## config.mk

```make
export PLATFORM = sky130hd
export DESIGN_NAME = determ_decode_fxp
export DESIGN_NICKNAME = d
export VERILOG_FILES = /design/src/rtl/determ_decode_fxp.sv
export SDC_FILE = /design/constraint.sdc
export NUM_CORES = 1
export LEC_CHECK = 0
export CAP_MARGIN = 10
export CORE_MARGIN = 5
export CORE_UTILIZATION = 49
export CTS_BUF_LIST = sky130_fd_sc_hd__clkbuf_2
export DETAILED_ROUTE_END_ITERATION = 8
export PLACE_DENSITY_LB_ADDON = 0.15
export SKIP_CTS_REPAIR_TIMING = 1
export SKIP_LAST_GASP = 1
export SYNTH_ARGS = -nofsm -noshare
export SYNTH_HDL_FRONTEND = slang
export SYNTH_SLANG_ARGS = --single-unit
```

## constraint.sdc

```tcl
create_clock -name clk -period 1.95 [get_ports clk]
set_input_delay 0.2925 -clock clk [delete_from_list [all_inputs] [get_ports clk]]
set_output_delay 0.2925 -clock clk [all_outputs]
set_load 0.05 [all_outputs]
```

## src/rtl/determ_decode_fxp.sv

```systemverilog
// Deterministic bitstream (1 = +1, 0 = -1) to signed fixed-point decoder over a 2^LOG_WIN window.
// Optional synchronous window clear port clr is enabled by defining DETERM_DECODE_CLR_EN.
module determ_decode_fxp #(
   parameter int BIT_WIDTH = 16,
   parameter int FRAC_BITS = 14,
   parameter int LOG_WIN   = 4
) (
   input  logic                        clk,
   input  logic                        rst,
`ifdef DETERM_DECODE_CLR_EN
   input  logic                        clr,
`endif
   input  logic                        a,
   input  logic                        in_valid,
   output logic                        in_ready,
   output logic signed [BIT_WIDTH-1:0] y,
   output logic                        out_valid,
   input  logic                        out_ready
);

   localparam int W     = 1 << LOG_WIN;
   localparam int SHIFT = FRAC_BITS - LOG_WIN;

   logic [LOG_WIN-1:0]          bitcnt_reg, bitcnt_next;
   logic [LOG_WIN:0]            onescnt_reg, onescnt_next;
   logic signed [BIT_WIDTH-1:0] y_reg, y_next;
   logic                        out_valid_reg, out_valid_next;

   logic                        clr_int;
   logic                        accept;
   logic                        last_bit;
   logic [LOG_WIN:0]            ones_total;
   logic signed [LOG_WIN+1:0]   diff;
   logic signed [BIT_WIDTH-1:0] diff_ext;
   logic signed [BIT_WIDTH-1:0] result;

`ifdef DETERM_DECODE_CLR_EN
   assign clr_int = clr;
`else
   assign clr_int = 1'b0;
`endif

   assign last_bit = (bitcnt_reg == LOG_WIN'(W - 1));
   // Only the final bit of a window can be stalled, and only while a result is still unconsumed.
   assign in_ready = !(out_valid_reg && !out_ready && last_bit);
   assign accept   = in_valid && in_ready;

   assign ones_total = onescnt_reg + (LOG_WIN+1)'(a);
   // 2*c - W always fits LOG_WIN+2 signed bits since c is in 0..W.
   assign diff       = $signed({1'b0, ones_total} << 1) - $signed((LOG_WIN+2)'(W));
   assign diff_ext   = {{(BIT_WIDTH-LOG_WIN-2){diff[LOG_WIN+1]}}, diff};
   assign result     = diff_ext <<< SHIFT;

   always_comb begin
      bitcnt_next    = bitcnt_reg;
      onescnt_next   = onescnt_reg;
      y_next         = y_reg;
      out_valid_next = out_valid_reg;

      if (out_valid_reg && out_ready)
         out_valid_next = 1'b0;

      if (clr_int) begin
         bitcnt_next  = '0;
         onescnt_next = '0;
      end else if (accept) begin
         if (last_bit) begin
            y_next         = result;
            out_valid_next = 1'b1;
            bitcnt_next    = '0;
            onescnt_next   = '0;
         end else begin
            bitcnt_next  = bitcnt_reg + LOG_WIN'(1);
            onescnt_next = ones_total;
         end
      end
   end

   always_ff @(posedge clk or posedge rst) begin
      if (rst) begin
         bitcnt_reg    <= '0;
         onescnt_reg   <= '0;
         y_reg         <= '0;
         out_valid_reg <= 1'b0;
      end else begin
         bitcnt_reg    <= bitcnt_next;
         onescnt_reg   <= onescnt_next;
         y_reg         <= y_next;
         out_valid_reg <= out_valid_next;
      end
   end

   assign y         = y_reg;
   assign out_valid = out_valid_reg;

endmodule

```

==> flow_results.org, run 1 <==
** Synth
- Synth cell types :: 29
- By area the synthesized netlist is led by sky130_fd_sc_hd__dfrtp_1 44%, sky130_fd_sc_hd__buf_4 11%, sky130_fd_sc_hd__ha_1 4.4%.
- Synth Cell Area :: 852 um2
- Avg Synthesized Cell Area :: 10.5 um2
- Library cell occupying the most area in the post-synthesis netlist :: sky130_fd_sc_hd__dfrtp_1
- Share of synthesized area occupied by flip-flops and latches :: 44.1%
- Number of instances in the synthesized netlist :: 81
- Of the post-synthesis cell area, the dominant cell type holds 44.1%.
- After synthesis the netlist holds a flip-flop and latch count of 15.
- Number of synthesis warnings :: 0

** Min path
- In this run the worst hold path is classified as input port to asynchronous set/reset pin.

** Critical path
- Required time reported for the critical path endpoint :: 1660 ps
- Setup slack on the worst flop-to-flop path :: 290 ps
- The critical path in this run is classified as flop to primary output.
- Along the worst path, the maximum fanout reaches 8.
- The startpoint identified for the worst register-to-register timing path is onescnt_reg[0]$_DFFE_PP0P_.
- Element type at the critical path end :: primary output
- Critical path launch point :: bitcnt_reg[0]$_DFFE_PP0P_
- Worst setup endpoint :: in_ready
- Worst r2r path cells :: 6
- CP Data Arrival Time :: 1590 ps
- Worst R2R End :: y[15]$_DFFE_PP0P_
- Worst Setup Start Kind :: flop

** Timing
- Setup repair after global routing left no endpoint under its margin.
- Pin slew with the least headroom to its limit :: 602 ps
- Setup violations remaining at the end of the flow were counted as 0.
- Final Cycle Share :: 96.4%
- Worst slew margin relative to its limit :: 59.8%
- Clock skew on the completed layout was measured at 5.69 ps.
- Final-layout worst hold slack :: 344 ps
- Summed over all failing endpoints, the final setup total negative slack is 0 ps.
- The number of max-slew violations in the final report came to 0.
- The clock period could shrink to 1880 ps.
- Maximum clock rate :: 532 MHz
- Count of endpoints failing hold in the final timing report :: 0

** Power
- Sequential Power Share :: 40.7%
- The internal power of the cells totals 0.000709 W.
- The analysis attributes to net switching a power of 0.000585 W.
- For this design the static power due to leakage is 0.483 nW.
- Power per unit of standard cell area :: 1310 nW/um2
- Per report_power, the clock group accounts for 12.0% of the total.
- In this run switching power makes up 45.2% of total power.
- Overall power consumption :: 0.00129 W
- Maximum vdd drop :: 0.000634 V
- The share of total power dissipated in combinational logic is 47.3%.

** Clock tree
- Number of clock buffers inserted by TritonCTS :: 3
- After clock tree synthesis, the clock-pin slew on the worst setup and hold paths is 160 ps.
- Clock root buffer :: sky130_fd_sc_hd__clkbuf_2
- TritonCTS clock tree :: done
- Clock Tree Buf Depth :: 2
- Worst skew pair latency :: 290 ps
- Clock tree synthesis found a total of 15 sinks.
- H-tree depth :: 1

** Flow run
- Max cap viols :: 0

** Place
- Detailed placement ended at an HPWL of 1140 um.
- Routability congestion estimate from global placement :: 0.812
- PortBufs :: 11
- After detailed placement, the total cell area comes to 943 um2.

** Die
- The die covers 2670 um2.
- I/O pin count :: 23
- Once the floorplan was initialized, standard cells occupied 50.4% of the core.
- After floorplanning, the core was divided into 15 placement rows.
- Vertical die dimension :: 51.7 um
- The die is 51.7 um wide.
- Core area :: 1690 um2

** Routing
- Dividing the detail-routed wire length by the instance count gives 13.6 um.
- The detailed router placed 621 vias in this run.
- Drt first-iter violations :: 9
- The routed design has 1570 um of wire.
- Using the TritonRoute via totals, the vias-per-cell ratio works out to 5.40.
- Residual DRC :: 0
- Pre-Repair DR Iteration Count :: 3
- The count of nets left with antenna violations once routing finished came out at 0.

** Finish
- In the final layout, the share of cells above drive strength 1 is 17.3%.
- Once layout is done, the placed cells without fillers occupy 988 um2.
- Layout Area Growth over Synthesis :: 16.0%
- The repair_antennas step left the layout with diodes totalling 0.
- Measured on the finished design, the core utilization comes to 58.5%.
- The net count of the finished layout is 107.

** Global routing
- Global routing used 14.1% of the available tracks across all layers.
- The first global-routing pass estimated 2780 um of wire.
- Antenna violations before repair :: 0
- Vias in the first global route :: 626
- After global routing the overflow that remains totals 0.
- Entering global routing, the biggest net connects 16 pins.

** Status
- The flow ran to the end, and the final reports show no timing, DRC or antenna violations.
[final cells by class]
type,count,area [um2]
clock inverters,1,5.00
fillers,147,701
inverters,2,7.51
clock buffers,3,15.0
repair buffers,15,138
well taps,17,21.3
flip-flops and latches,15,375
multi-input cells,62,427
[layout by cell type, fill, tap and decap left out, types with 2 or more instances in the layout]
cell type,count
sky130_fd_sc_hd__nand3_4,2
sky130_fd_sc_hd__xnor2_1,3
sky130_fd_sc_hd__clkbuf_2,3
sky130_fd_sc_hd__dfrtp_1,15
sky130_fd_sc_hd__a41oi_1,2
sky130_fd_sc_hd__clkdlybuf4s50_1,10
sky130_fd_sc_hd__buf_4,5
sky130_fd_sc_hd__conb_1,11
sky130_fd_sc_hd__a32o_1,3
sky130_fd_sc_hd__mux2_2,2
sky130_fd_sc_hd__a21o_1,3
sky130_fd_sc_hd__inv_1,2
sky130_fd_sc_hd__nor3b_1,2
sky130_fd_sc_hd__nand2_1,10
sky130_fd_sc_hd__o21ai_0,6
sky130_fd_sc_hd__nand3_1,2
sky130_fd_sc_hd__ha_1,2
[worst min path at each step]
stage / start / end / cells after the start
floorplan: rst / bitcnt_reg[0]$_DFFE_PP0P_ / 1
global placement: y[13]$_DFFE_PP0P_ / y[13]$_DFFE_PP0P_ / 2
detailed placement: y[13]$_DFFE_PP0P_ / y[13]$_DFFE_PP0P_ / 2
CTS: rst / out_valid$_DFF_PP0_ / 2
global route: rst / out_valid$_DFF_PP0_ / 2
finish: rst / onescnt_reg[3]$_DFFE_PP0P_ / 2
[worst max-delay path: stages, from the launching register on]
cell                      delay, ps
sky130_fd_sc_hd__dfrtp_1        410
sky130_fd_sc_hd__ha_2           250
sky130_fd_sc_hd__nand3_4        120
sky130_fd_sc_hd__or2_2          320
sky130_fd_sc_hd__buf_4          190
[routing by layer]
| metal | wire length [um] | global-route usage [%] | share of wire, % | up-vias |
|---|---|---|---|---|
| met5 | 0 | 0 | 0 | - |
| met3 | 109 | 3.15 | 7.0 | 0 |
| met1 | 724 | 17.8 | 46 | 300 |
| met4 | 0 | 6.55 | 0 | 0 |
| li1 | - | - | - | 303 |
| met2 | 733 | 22.7 | 47 | 18 |
[power groups by stage]
stage / Clock [W] / Sequential [W] / Combinational (W)
2_1_floorplan: 0 / 0.000679 / 0.000268
3_3_place_gp: 0 / 0.000521 / 0.000568
3_5_place_dp: 0 / 0.000527 / 0.000578
4_1_cts: 0.000165 / 0.000521 / 0.000580
5_1_grt: 0.000175 / 0.000544 / 0.000665
6_report: 0.000155 / 0.000526 / 0.000612
[per-stage QoR]
stage                     worst slack [ps]  instances
after global routing                  8.89        115
final                                 69.9        115
after detailed placement             -30.9        109
after floorplan                        329         91
after global placement               -8.66        109
after CTS                            -65.4        113
[cells in the mapped netlist]
| cell | number |
|---|---|
| sky130_fd_sc_hd__a211o_1 | 1 |
| sky130_fd_sc_hd__a211oi_1 | 1 |
| sky130_fd_sc_hd__a21boi_0 | 1 |
| sky130_fd_sc_hd__a21o_1 | 3 |
| sky130_fd_sc_hd__a32o_1 | 3 |
| sky130_fd_sc_hd__a41oi_1 | 2 |
| sky130_fd_sc_hd__and3_1 | 1 |
| sky130_fd_sc_hd__and3_4 | 1 |
| sky130_fd_sc_hd__and4b_1 | 1 |
| sky130_fd_sc_hd__buf_4 | 12 |
| sky130_fd_sc_hd__conb_1 | 1 |
| sky130_fd_sc_hd__dfrtp_1 | 15 |
| sky130_fd_sc_hd__ha_1 | 3 |
| sky130_fd_sc_hd__inv_1 | 2 |
| sky130_fd_sc_hd__mux2_2 | 2 |
| sky130_fd_sc_hd__nand2_1 | 10 |
| sky130_fd_sc_hd__nand2b_1 | 1 |
| sky130_fd_sc_hd__nand2b_2 | 1 |
| sky130_fd_sc_hd__nand3_1 | 2 |
| sky130_fd_sc_hd__nand3_2 | 1 |
| sky130_fd_sc_hd__nand3_4 | 1 |
| sky130_fd_sc_hd__nor2_1 | 1 |
| sky130_fd_sc_hd__nor3b_1 | 2 |
| sky130_fd_sc_hd__nor4bb_1 | 1 |
| sky130_fd_sc_hd__o21a_1 | 1 |
| sky130_fd_sc_hd__o21ai_0 | 6 |
| sky130_fd_sc_hd__o21ai_1 | 1 |
| sky130_fd_sc_hd__or2_2 | 1 |
| sky130_fd_sc_hd__xnor2_1 | 3 |
[cell families (layout without fill, tap and decap cells)]
logic type,count (synthesis),count (layout),synth area share [%]
other,1,11,0.440
flip-flops,15,15,44.1
adder cells (fa/ha/maj),3,3,4.41
multiplexers,2,2,2.64
buffers and inverters,14,21,11.5
AO/OA/AOI/OAI,19,19,16.0
XOR/XNOR,3,3,3.08
AND/OR/NAND/NOR,24,24,17.9
Note: power is estimated with default switching activity, not from simulation.
==> run 2, diff against run 1 <==
--- a/config.mk
+++ b/config.mk
@@ -13,6 +13,7 @@
 export PLACE_DENSITY_LB_ADDON = 0.15
 export SKIP_CTS_REPAIR_TIMING = 1
 export SKIP_LAST_GASP = 1
+export SLEW_MARGIN = 25
 export SYNTH_ARGS = -nofsm -noshare
 export SYNTH_HDL_FRONTEND = slang
 export SYNTH_SLANG_ARGS = --single-unit
==> results of run 2 <==
No change in the layout: final DEF, timing and power equal those of run 1.
==> run 3, diff against run 2 <==
--- a/config.mk
+++ b/config.mk
@@ -17,3 +17,4 @@
 export SYNTH_ARGS = -nofsm -noshare
 export SYNTH_HDL_FRONTEND = slang
 export SYNTH_SLANG_ARGS = --single-unit
+export TNS_END_PERCENT = 10
==> results of run 3 <==
No change in the layout: final DEF, timing and power equal those of run 1.
